==> src/rtl/wb_pkg.sv <==
`default_nettype none
// ============================================================================
// Module  : wb_pkg
// Purpose : Shared definitions for the Wishbone pipelined decoder:
//           ceiling-log2 helper, miss-index helper and FSM state encoding.
// Revision: 1.0 - initial release
// ============================================================================
package wb_pkg;

  // Slave count used when the decoder is built with default parameters.
  localparam int DEFAULT_NUM_SLAVES = 4;

  // Index one past the last slave marks an unmapped (MISS) request.
  localparam int DEFAULT_MISS_IDX = DEFAULT_NUM_SLAVES;

  // Ceiling log2, never less than 1 so it can size a vector directly.
  function automatic int clog2(input int value);
    int result;
    result = 1;
    while ((1 << result) < value) begin
      result = result + 1;
    end
    return result;
  endfunction

  function automatic int miss_index(input int num_slaves);
    return num_slaves;
  endfunction

  typedef enum logic [1:0] {
    ST_IDLE   = 2'd0,
    ST_ACTIVE = 2'd1,
    ST_FLUSH  = 2'd2
  } state_e;

endpackage
`default_nettype wire

==> src/rtl/wb_outstanding_fifo.sv <==
`default_nettype none
// ============================================================================
// Module  : wb_outstanding_fifo
// Purpose : Synchronous FIFO holding the slave index of every request still
//           awaiting a response. Exposes both ends so the decoder can route
//           responses (head) and block target switches (tail).
// Ports   : wb_clk_i/wb_rst_i  clock, async active-high reset
//           push/push_data      enqueue an index
//           pop                 dequeue the head (ignored when empty)
//           flush               empty the FIFO this cycle (wins over push/pop)
//           head/tail           oldest / newest stored index
//           full/empty/count    occupancy status
// Revision: 1.0 - initial release
// ============================================================================
module wb_outstanding_fifo
  import wb_pkg::*;
#(
  parameter int WIDTH = 3,
  parameter int DEPTH = 4
) (
  input  logic                   wb_clk_i,
  input  logic                   wb_rst_i,
  input  logic                   push,
  input  logic [WIDTH-1:0]       push_data,
  input  logic                   pop,
  input  logic                   flush,
  output logic [WIDTH-1:0]       head,
  output logic [WIDTH-1:0]       tail,
  output logic                   full,
  output logic                   empty,
  output logic [clog2(DEPTH):0]  count
);

  localparam int PTR_W = clog2(DEPTH);
  localparam logic [PTR_W:0]   PTR_ONE  = (PTR_W+1)'(1);
  localparam logic [PTR_W-1:0] IDX_ONE  = PTR_W'(1);
  localparam logic [PTR_W:0]   FULL_CNT = (PTR_W+1)'(DEPTH);

  // Pointers carry one extra wrap bit so full and empty are distinguishable.
  logic [PTR_W:0]   wr_ptr_q, wr_ptr_d;
  logic [PTR_W:0]   rd_ptr_q, rd_ptr_d;
  logic [WIDTH-1:0] mem_q [DEPTH];
  logic [WIDTH-1:0] mem_d [DEPTH];
  logic [PTR_W-1:0] tail_idx;
  logic             do_push;
  logic             do_pop;

  assign count    = wr_ptr_q - rd_ptr_q;
  assign empty    = (count == '0);
  assign full     = (count == FULL_CNT);
  assign tail_idx = wr_ptr_q[PTR_W-1:0] - IDX_ONE;
  assign head     = mem_q[rd_ptr_q[PTR_W-1:0]];
  assign tail     = mem_q[tail_idx];

  // A pop in the same cycle frees the slot, so a full FIFO can still accept.
  assign do_pop  = pop & ~empty;
  assign do_push = push & (~full | do_pop);

  always_comb begin
    wr_ptr_d = wr_ptr_q;
    rd_ptr_d = rd_ptr_q;
    mem_d    = mem_q;
    if (flush) begin
      wr_ptr_d = '0;
      rd_ptr_d = '0;
    end else begin
      if (do_push) begin
        mem_d[wr_ptr_q[PTR_W-1:0]] = push_data;
        wr_ptr_d = wr_ptr_q + PTR_ONE;
      end
      if (do_pop) begin
        rd_ptr_d = rd_ptr_q + PTR_ONE;
      end
    end
  end

  always_ff @(posedge wb_clk_i or posedge wb_rst_i) begin
    if (wb_rst_i) begin
      wr_ptr_q <= '0;
      rd_ptr_q <= '0;
      for (int i = 0; i < DEPTH; i++) begin
        mem_q[i] <= '0;
      end
    end else begin
      wr_ptr_q <= wr_ptr_d;
      rd_ptr_q <= rd_ptr_d;
      mem_q    <= mem_d;
    end
  end

endmodule
`default_nettype wire

==> src/rtl/wb_pipelined_decoder.sv <==
`default_nettype none
// ============================================================================
// Module  : wb_pipelined_decoder
// Purpose : Wishbone B4 pipelined 1-master to N-slave decoder. Requests are
//           decoded by base/mask, outstanding targets are queued so responses
//           return in order, and unmapped or timed-out requests get bus errors.
// Ports   : wb_clk_i/wb_rst_i       clock, async active-high reset
//           m_*                     master-side pipelined Wishbone
//           s_cyc_o/s_stb_o         per-slave cycle/strobe
//           s_we/adr/dat/sel_o      broadcast request fields
//           s_stall/ack/err/dat_i   per-slave responses (data packed)
//           timeout_o               one-cycle pulse when a slave times out
// Revision: 1.0 - initial release
// ============================================================================
module wb_pipelined_decoder
  import wb_pkg::*;
#(
  parameter int NUM_SLAVES      = 4,
  parameter int ADR_W           = 32,
  parameter int DAT_W           = 32,
  parameter int MAX_OUTSTANDING = 4,
  parameter int TIMEOUT_CYCLES  = 255,
  parameter logic [NUM_SLAVES*ADR_W-1:0] SLAVE_BASE =
    {32'h0000_3000, 32'h0000_2010, 32'h0000_2000, 32'h0000_0000},
  parameter logic [NUM_SLAVES*ADR_W-1:0] SLAVE_MASK =
    {32'hFFFF_F000, 32'hFFFF_FFFC, 32'hFFFF_FFF0, 32'hFFFF_E000}
) (
  input  logic                        wb_clk_i,
  input  logic                        wb_rst_i,
  input  logic                        m_cyc_i,
  input  logic                        m_stb_i,
  input  logic                        m_we_i,
  input  logic [ADR_W-1:0]            m_adr_i,
  input  logic [DAT_W-1:0]            m_dat_i,
  input  logic [DAT_W/8-1:0]          m_sel_i,
  output logic                        m_stall_o,
  output logic                        m_ack_o,
  output logic                        m_err_o,
  output logic [DAT_W-1:0]            m_dat_o,
  output logic [NUM_SLAVES-1:0]       s_cyc_o,
  output logic [NUM_SLAVES-1:0]       s_stb_o,
  output logic                        s_we_o,
  output logic [ADR_W-1:0]            s_adr_o,
  output logic [DAT_W-1:0]            s_dat_o,
  output logic [DAT_W/8-1:0]          s_sel_o,
  input  logic [NUM_SLAVES-1:0]       s_stall_i,
  input  logic [NUM_SLAVES-1:0]       s_ack_i,
  input  logic [NUM_SLAVES-1:0]       s_err_i,
  input  logic [NUM_SLAVES*DAT_W-1:0] s_dat_i,
  output logic                        timeout_o
);

  localparam int IDX_W = clog2(NUM_SLAVES + 1);
  localparam int FC_W  = clog2(MAX_OUTSTANDING) + 1;
  localparam int CNT_W = clog2(TIMEOUT_CYCLES + 1);
  localparam logic [IDX_W-1:0] MISS      = IDX_W'(miss_index(NUM_SLAVES));
  localparam logic [FC_W-1:0]  FC_ONE    = FC_W'(1);
  localparam logic [CNT_W-1:0] CNT_ONE   = CNT_W'(1);
  localparam logic [CNT_W-1:0] CNT_MAX   = '1;
  localparam logic [CNT_W-1:0] TMO_LIMIT = CNT_W'(TIMEOUT_CYCLES);

  state_e             state_q, state_d;
  logic [CNT_W-1:0]   tmo_cnt_q, tmo_cnt_d;
  logic [IDX_W-1:0]   target;
  logic               tgt_stall;
  logic               req;
  logic               flushing;
  logic               switch_block;
  logic               accept;
  logic               pop;
  logic               will_empty;
  logic [IDX_W-1:0]   fifo_head;
  logic [IDX_W-1:0]   fifo_tail;
  logic               fifo_full;
  logic               fifo_empty;
  logic [FC_W-1:0]    fifo_count;

  assign s_we_o  = m_we_i;
  assign s_adr_o = m_adr_i;
  assign s_dat_o = m_dat_i;
  assign s_sel_o = m_sel_i;

  // Lowest-index hit wins: scan from the top so lower slaves overwrite.
  always_comb begin
    target    = MISS;
    tgt_stall = 1'b0;
    for (int i = NUM_SLAVES - 1; i >= 0; i--) begin
      if ((m_adr_i & SLAVE_MASK[i*ADR_W +: ADR_W]) == SLAVE_BASE[i*ADR_W +: ADR_W]) begin
        target = IDX_W'(i);
      end
    end
    for (int i = 0; i < NUM_SLAVES; i++) begin
      if (target == IDX_W'(i)) begin
        tgt_stall = s_stall_i[i];
      end
    end
  end

  assign req          = m_cyc_i & m_stb_i;
  assign flushing     = (state_q == ST_FLUSH);
  // Switching slaves only after the queue drains keeps responses in order.
  assign switch_block = ~fifo_empty & (target != fifo_tail);
  assign m_stall_o    = req & (fifo_full | switch_block | flushing | tgt_stall);
  assign accept       = req & ~m_stall_o;

  always_comb begin
    s_stb_o = '0;
    s_cyc_o = '0;
    for (int i = 0; i < NUM_SLAVES; i++) begin
      s_stb_o[i] = req & (target == IDX_W'(i)) & ~(fifo_full | switch_block | flushing);
      s_cyc_o[i] = m_cyc_i & ~flushing &
                   ((~fifo_empty & (fifo_head == IDX_W'(i))) |
                    (m_stb_i & (target == IDX_W'(i))));
    end
  end

  // Responses come only from the slave at the queue head; everything else
  // is ignored. MISS and FLUSH entries produce an error and pop immediately.
  always_comb begin
    m_ack_o = 1'b0;
    m_err_o = 1'b0;
    m_dat_o = '0;
    pop     = 1'b0;
    if (m_cyc_i & ~fifo_empty) begin
      if (flushing || fifo_head == MISS) begin
        m_err_o = 1'b1;
      end else begin
        for (int i = 0; i < NUM_SLAVES; i++) begin
          if (fifo_head == IDX_W'(i)) begin
            m_ack_o = s_ack_i[i];
            m_err_o = s_err_i[i];
            m_dat_o = s_dat_i[i*DAT_W +: DAT_W];
          end
        end
      end
      pop = m_ack_o | m_err_o;
    end
  end

  // A response in the same cycle as the limit counts as an answer, not a timeout.
  assign timeout_o = (TIMEOUT_CYCLES != 0) & (state_q == ST_ACTIVE) & m_cyc_i &
                     ~fifo_empty & ~pop & (tmo_cnt_q >= TMO_LIMIT);

  always_comb begin
    tmo_cnt_d = tmo_cnt_q;
    if (~m_cyc_i | fifo_empty | pop) begin
      tmo_cnt_d = '0;
    end else if (tmo_cnt_q != CNT_MAX) begin
      tmo_cnt_d = tmo_cnt_q + CNT_ONE;
    end
  end

  assign will_empty = ~m_cyc_i | (fifo_empty & ~accept) |
                      ((fifo_count == FC_ONE) & pop & ~accept);

  always_comb begin
    state_d = state_q;
    case (state_q)
      ST_IDLE: begin
        if (accept) state_d = ST_ACTIVE;
      end
      ST_ACTIVE: begin
        if (~m_cyc_i)       state_d = ST_IDLE;
        else if (timeout_o) state_d = ST_FLUSH;
        else if (will_empty) state_d = ST_IDLE;
      end
      ST_FLUSH: begin
        if (will_empty) state_d = ST_IDLE;
      end
      default: state_d = ST_IDLE;
    endcase
  end

  always_ff @(posedge wb_clk_i or posedge wb_rst_i) begin
    if (wb_rst_i) begin
      state_q   <= ST_IDLE;
      tmo_cnt_q <= '0;
    end else begin
      state_q   <= state_d;
      tmo_cnt_q <= tmo_cnt_d;
    end
  end

  wb_outstanding_fifo #(
    .WIDTH (IDX_W),
    .DEPTH (MAX_OUTSTANDING)
  ) u_fifo (
    .wb_clk_i  (wb_clk_i),
    .wb_rst_i  (wb_rst_i),
    .push      (accept),
    .push_data (target),
    .pop       (pop),
    .flush     (~m_cyc_i),
    .head      (fifo_head),
    .tail      (fifo_tail),
    .full      (fifo_full),
    .empty     (fifo_empty),
    .count     (fifo_count)
  );

endmodule
`default_nettype wire

==> config.mk <==
export PLATFORM = sky130hd
export DESIGN_NAME = wb_pipelined_decoder
export DESIGN_NICKNAME = d
export VERILOG_FILES = /design/src/rtl/wb_pkg.sv /design/src/rtl/wb_outstanding_fifo.sv /design/src/rtl/wb_pipelined_decoder.sv
export SDC_FILE = /design/constraint.sdc
export NUM_CORES = 1
export LEC_CHECK = 0
export ABC_AREA = 1
export CELL_PAD_IN_SITES_DETAIL_PLACEMENT = 1
export CELL_PAD_IN_SITES_GLOBAL_PLACEMENT = 2
export CORE_MARGIN = 10
export CORE_UTILIZATION = 14
export CTS_CLUSTER_DIAMETER = 200
export DETAILED_ROUTE_END_ITERATION = 10
export HOLD_SLACK_MARGIN = 0.1
export MAX_ROUTING_LAYER = met4
export PLACE_DENSITY_LB_ADDON = 0.1
export SLEW_MARGIN = 10
export SYNTH_ARGS = -nofsm -noshare
export SYNTH_HDL_FRONTEND = slang
export SYNTH_SLANG_ARGS = --single-unit
==> constraint.sdc <==
create_clock -name wb_clk_i -period 3.6 [get_ports wb_clk_i]
set_clock_uncertainty 0.2 [all_clocks]
set_input_delay 0.72 -clock wb_clk_i [delete_from_list [all_inputs] [get_ports wb_clk_i]]
set_output_delay 0.72 -clock wb_clk_i [all_outputs]
set_load 0.02 [all_outputs]
; ---- Word level (Yosys, flattened, before mapping)
; Cells that the tools add are included.
; W data, S select, Z words.
[word_totals]
reg_bits = 28
output_inout_bits = 113
[op_classes]
addsub = 5
magnitude_cmp = 5
n_eq_ne = 19
mux = 49
n_bitwise = 59
n_reduce_logical = 9
[op_table]
columns = operator, count
row1 = $mux W32, 6
row2 = $mux W3, 13
row3 = $and A1 B1 Y1, 35
row4 = $logic_not A32 Y1, 1
row5 = $eq A30 B12 Y1 const B, 1
row6 = $eq A28 B10 Y1 const B, 1
row7 = $eq A20 B2 Y1 const B, 1
row8 = $mux W1, 19
row9 = $mux W8, 2
row10 = $or A1 B1 Y1, 13
row11 = $bmux W3 S2, 2
row12 = $bwmux W12, 1
row13 = $eq A3 B2 Y1 const B, 4
row14 = $eq A3 B1 Y1 const B, 3
row15 = $ge A3 B3 Y1 const B, 3
row16 = $logic_not A3 Y1, 3
row17 = $not A2 Y3, 3
row18 = $add A8 B1 Y8 const B, 1
row19 = $ge A8 B8 Y1 const B, 1
row20 = $mux W2, 4
row21 = $ne A8 B8 Y1 const B, 1
row22 = $not A1 Y1, 8
row23 = $add A3 B1 Y3 const B, 2
row24 = $demux W3 S2, 1
row25 = 15 further kinds, 17

; ---- Longest topological paths before layout
[depth]
ltp_word = 22
ltp_mapped = 17

; ---- Cells and area by module
; A second synthesis with hierarchy kept.
[unflattened]
cells_unflattened = 605
area_unflattened_um2 = 3798.6
[modules_own_cells]
columns = mod, n_inst, cells_per_inst, area_each_um2, seq_area_each_um2
row1 = wb_pipelined_decoder, 1, 452, 2632.5, 250.2
row2 = wb_outstanding_fifo, 1, 153, 1166.1, 450.4

; ---- Least setup slack after synthesis
; Ideal clock, no wire load.
[synth_path]
path_kind = register to output
from = register u_fifo.wr_ptr_q[0]
to = output port m_dat_o[10]
arrival_time_ns = 2.866
slack_ns = -0.186
stages_incl_launch_ff = 14
path_buffers = 2
path_cell_list = dfrtp_1 > inv_1 > buf_2 > ha_1 > fa_1 > xnor2_1 > xnor2_1 > inv_1 > nand3_2 > nand2_1 > inv_1 > nand2_1 > clkbuf_1 > a311oi_1
[synth_via]
elab_chain_len = 5
[synth_rtl]
columns = element, line
row1 = from (decl), wb_outstanding_fifo.sv:40  ; logic [PTR_W:0] wr_ptr_q, wr_ptr_d;
row2 = from (signal assigned), wb_outstanding_fifo.sv:85  ; wr_ptr_q <= wr_ptr_d;
row3 = $sub A3 B3 Y3, wb_outstanding_fifo.sv:48  ; assign count = wr_ptr_q - rd_ptr_q;
row4 = $logic_not A3 Y1, wb_outstanding_fifo.sv:49  ; assign empty = (count == '0);
row5 = $not A1 Y1, wb_pipelined_decoder.sv:124  ; if (m_cyc_i & ~fifo_empty) begin
row6 = $and A1 B1 Y1, wb_pipelined_decoder.sv:124
row7 = $mux W32, wb_pipelined_decoder.sv:124
row8 = to (decl), wb_pipelined_decoder.sv:39  ; output logic [DAT_W-1:0] m_dat_o,
; No other way between the ends.

; ---- Final worst setup path
[layout_path]
from = register u_fifo.wr_ptr_q[0]
to = output port m_dat_o[8]
; The elaborated chain is that of the path after synthesis.

==> reports/summary.txt <==
OUTCOME
------------------------------------------------------------------------------------------------------
Run status                                                                                finished, final reports clean

SYNTHESIS
------------------------------------------------------------------------------------------------------
Adder-cell share of the synthesized area                                                         2.79%
Fraction of the mapped netlist area in compound gates                                            17.7%
Synth Area per Inst                                                                           6.05 um2
Post-synthesis register bit count                                                                   28
Multiplexer area fraction after synthesis                                                           0%
Dominant combinational cell family by area after synthesis                                simple AND/OR/NAND/NOR gates
Cells after Synth                                                                                  637
Simple-gate portion of the synthesized area                                                      37.5%
Number of synthesis warnings                                                                         0
Cell area after synthesis                                                                  0.00386 mm2
Net Count, Synth                                                                                   858
Portion of synthesized cell area occupied by the leading cell type                               18.2%
Biggest area contributors in the synthesized netlist                                      sky130_fd_sc_hd__nand2_1 (18%), sky130_fd_sc_hd__dfrtp_1 (18%), sky130_fd_sc_hd__buf_4 (13%)
Xor-xnor portion of the synthesized cell area                                                    1.59%
Post-synthesis cell type count                                                                      39
Biggest area consumer among synthesized cells                                             sky130_fd_sc_hd__nand2_1
Sequential cell area fraction in the yosys report                                                18.2%

CELLS AND AREA
------------------------------------------------------------------------------------------------------
Count of nets after finishing                                                                     1133
Most common cell after layout, fill and taps aside                                        sky130_fd_sc_hd__clkdlybuf4s50_1
Finished Core Util                                                                               28.1%
Commonest non-fill, non-tap cells in the layout                                           sky130_fd_sc_hd__clkdlybuf4s50_1 (173), sky130_fd_sc_hd__nand2_1 (171), sky130_fd_sc_hd__buf_4 (130), sky130_fd_sc_hd__nor2_1 (53), sky130_fd_sc_hd__inv_1 (50)
Area added between synthesis and finish                                                          97.1%
Final Instance Area                                                                        0.00760 mm2
Fraction of layout instances using a drive strength above 1                                      32.5%
Number of inserted diodes                                                                            0

WORST SETUP PATH
------------------------------------------------------------------------------------------------------
Crit-path max FO                                                                                     5
Startpoint kind of the worst setup timing path                                                register
Worst path arrival time                                                                        2.63 ns
Setup Crit Path Kind                                                                      register to output port
Worst path required time                                                                       2.68 ns
Crit path capture type                                                                     output port

FLOORPLAN
------------------------------------------------------------------------------------------------------
Site Rows                                                                                           60
Total Die Area                                                                              0.0346 mm2
Starting density of the core                                                                     14.3%
Die H                                                                                           186 um
Core footprint                                                                              0.0270 mm2
Number of top-level pins                                                                           326
Horizontal extent of the die                                                                    186 um

CLOCKING
------------------------------------------------------------------------------------------------------
H-Tree Level Count                                                                                   1
Clock transition at the register clock pins on the worst setup and hold paths after CTS        0.08 ns
CTS buffer count                                                                                     3
TritonCTS clock tree                                                                              done
Clock latency on the worst-skew pair                                                           0.27 ns
CTS max path bufs                                                                                    2
Root buffer selected by CTS                                                               sky130_fd_sc_hd__clkbuf_16
# clock sinks                                                                                       28

STA
------------------------------------------------------------------------------------------------------
Final count of hold timing violations                                                                0
Final-report max-slew violation count                                                                0
Final worst-path setup slack                                                                 0.0502 ns
Unrepaired setup endpoints after global routing                                                   true
Setup-failing EPs final                                                                              0
Relative slew margins                                                                            68.6%
Final min period                                                                               3.55 ns
Setup Total Neg Slack                                                                             0 ns
Final Cycle Share                                                                                98.6%
Slew @ Worst Pin                                                                              0.472 ns
Worst slack on hold paths                                                                     0.341 ns
Highest clock rate                                                                             282 MHz

PLACEMENT
------------------------------------------------------------------------------------------------------
HPWL reported at the end of detailed placement                                                19400 um
Post-Place Setup Slack                                                                       -0.850 ns
Global placement routability congestion                                                          0.737
Post-place instance area                                                                   0.00690 mm2
Number of buffers inserted by port buffering                                                       247

ROUTING
------------------------------------------------------------------------------------------------------
Detailed-route wire length on metal 1                                                          9770 um
Post-DRT Antenna Nets                                                                                0
Met2 layer wire length in the routed design                                                   12200 um
Number of design rule violations left after detail routing                                           0
Overall via count from detail_route                                                               5223
Number of DRC markers in iteration 0                                                               178
DR WL met3                                                                                     1340 um
Post-DR wirelength/cell                                                                        18.9 um
Highest metal layer used by the detailed router                                                   met4
Number of detailed-route iterations in the first pass                                                4
Vias per cell                                                                                     4.17
Total Routed Length                                                                           23600 um

POWER AND IR DROP
------------------------------------------------------------------------------------------------------
Part of the total power dissipated in the clock network                                           6.5%
Worst IR drop on VDD                                                                        0.000351 V
Switching power of the nets                                                                  0.00266 W
Cell Int Power                                                                               0.00252 W
Sw Ratio                                                                                         51.4%
Comb power frac                                                                                  85.0%
Power density of the placed cells                                                           681 mW/mm2
Leak Pwr                                                                                       3.25 nW
Proportion of power drawn by flip-flops and latches                                               8.5%

RUN
------------------------------------------------------------------------------------------------------
Number of maximum-capacitance constraint violations                                                  0

GRT
------------------------------------------------------------------------------------------------------
Remaining global-route overflow                                                                      0
All-layer global routing usage                                                                   12.7%
Number of antenna violations at the first check in global routing                                    0
First-pass GRT wire length                                                                    33000 um
Maximum number of pins on one net before global-route repair                                        33
Via count of the first global-routing pass                                                        5661

WORST HOLD PATH
------------------------------------------------------------------------------------------------------
Worst min path class                                                                      register to register

-- worst paths after layout --
kind | from | to | slack (ns) | cells after the start
min reg2reg | u_fifo.mem_q[2] | u_fifo.mem_q[2] | 0.34 | 2
min | u_fifo.mem_q[2] | u_fifo.mem_q[2] | 0.34 | 2
max | u_fifo.wr_ptr_q[0] | m_dat_o[8] | 0.05 | 14
min in group asynchronous | wb_rst_i | u_fifo.wr_ptr_q[1] | 0.62 | 3
max reg2reg | u_fifo.wr_ptr_q[0] | u_fifo.mem_q[4] | 0.80 | 16
max in group asynchronous | wb_rst_i | u_fifo.rd_ptr_q[2] | 2.29 | 3
-- layout make-up --
cell class | instances | area (um2)
Fill cell | 3293 | 19400
Timing Repair Buffer | 361 | 3310
Multi-Input combinational cell | 455 | 2820
Sequential cell | 28 | 701
Tap cell | 341 | 427
Inverter | 63 | 241
Clock buffer | 3 | 75.1
Clock inverter | 1 | 30.0
-- Yosys cell counts (all sizes together) --
cell / number
a21oi: 13
o21ai: 51
dfrtp: 28
nand3: 33
nor4: 1
o22ai: 5
nand2: 193
xor2: 3
fa: 1
or2: 2
nor2: 88
a32oi: 1
a22oi: 1
a311oi: 28
nor3: 11
xnor2: 4
inv: 63
and3: 1
o211ai: 2
ha: 7
a221oi: 4
buf: 74
nand4: 4
a211oi: 2
clkbuf: 17
-- worst max-delay path, stage by stage (launching register included) --
cell and delay [ns]:
sky130_fd_sc_hd__dfrtp_1 0.37, sky130_fd_sc_hd__inv_2 0.07, sky130_fd_sc_hd__ha_4 0.16, sky130_fd_sc_hd__fa_2 0.34
sky130_fd_sc_hd__xnor2_2 0.16, sky130_fd_sc_hd__xnor2_1 0.13, sky130_fd_sc_hd__inv_1 0.08, sky130_fd_sc_hd__nand3_2 0.10
sky130_fd_sc_hd__nand2_2 0.08, sky130_fd_sc_hd__inv_4 0.08, sky130_fd_sc_hd__nand2_8 0.10, sky130_fd_sc_hd__buf_12 0.17
sky130_fd_sc_hd__buf_8 0.12, sky130_fd_sc_hd__a311oi_2 0.20, sky130_fd_sc_hd__buf_4 0.20
-- cells by family (layout without fill, tap and decap cells) --
| logic type | Yosys count | in the layout |
|---|---|---|
| DFF | 28 | 28 |
| xor gates and xnor gates | 7 | 7 |
| and+or+nand+nor | 333 | 333 |
| adders and majority gates | 8 | 8 |
| AOI/OAI and AO/OA | 107 | 107 |
| buffers and inverters | 154 | 428 |
-- flip-flops by register name, indices dropped and copies added (netlist names) --
signal and count:
u_fifo.mem_q 12, tmo_cnt_q 8, u_fifo.wr_ptr_q 3, state_q 2, u_fifo.rd_ptr_q 3
-- power groups by stage --
stage          logic, W  clock network, W  registers [W]
4_1_cts         0.00425          0.000347       0.000440
2_1_floorplan   0.00213                 0       0.000429
6_report        0.00440          0.000337       0.000439
3_5_place_dp    0.00385                 0       0.000443
5_1_grt         0.00479          0.000358       0.000447
3_3_place_gp    0.00379                 0       0.000440
-- layer usage --
| layer | vias up | global-route usage [%] |
|---|---|---|
| li1 | 2573 | - |
| met5 | - | - |
| met4 | 0 | 1.87 |
| met1 | 2466 | 14.8 |
| met3 | 30 | 2.24 |
| met2 | 154 | 22.6 |
-- metrics by stage --
step	std cells	total power, W
after CTS	1243	0.00504
after global placement	1210	0.00423
after global routing	1252	0.00559
final	1252	0.00517
after detailed placement	1210	0.00429
after floorplan	637	0.00256
-- what timing repair did --
item                       4_1_cts  5_1_grt
gates cloned                     3        0
setup buffers                   27        9
pin swaps                       38       53
hold buffers                     0        0
setup endpoints to repair       40       38
resized for setup              248      114
Note: power is estimated with default switching activity, not from simulation.
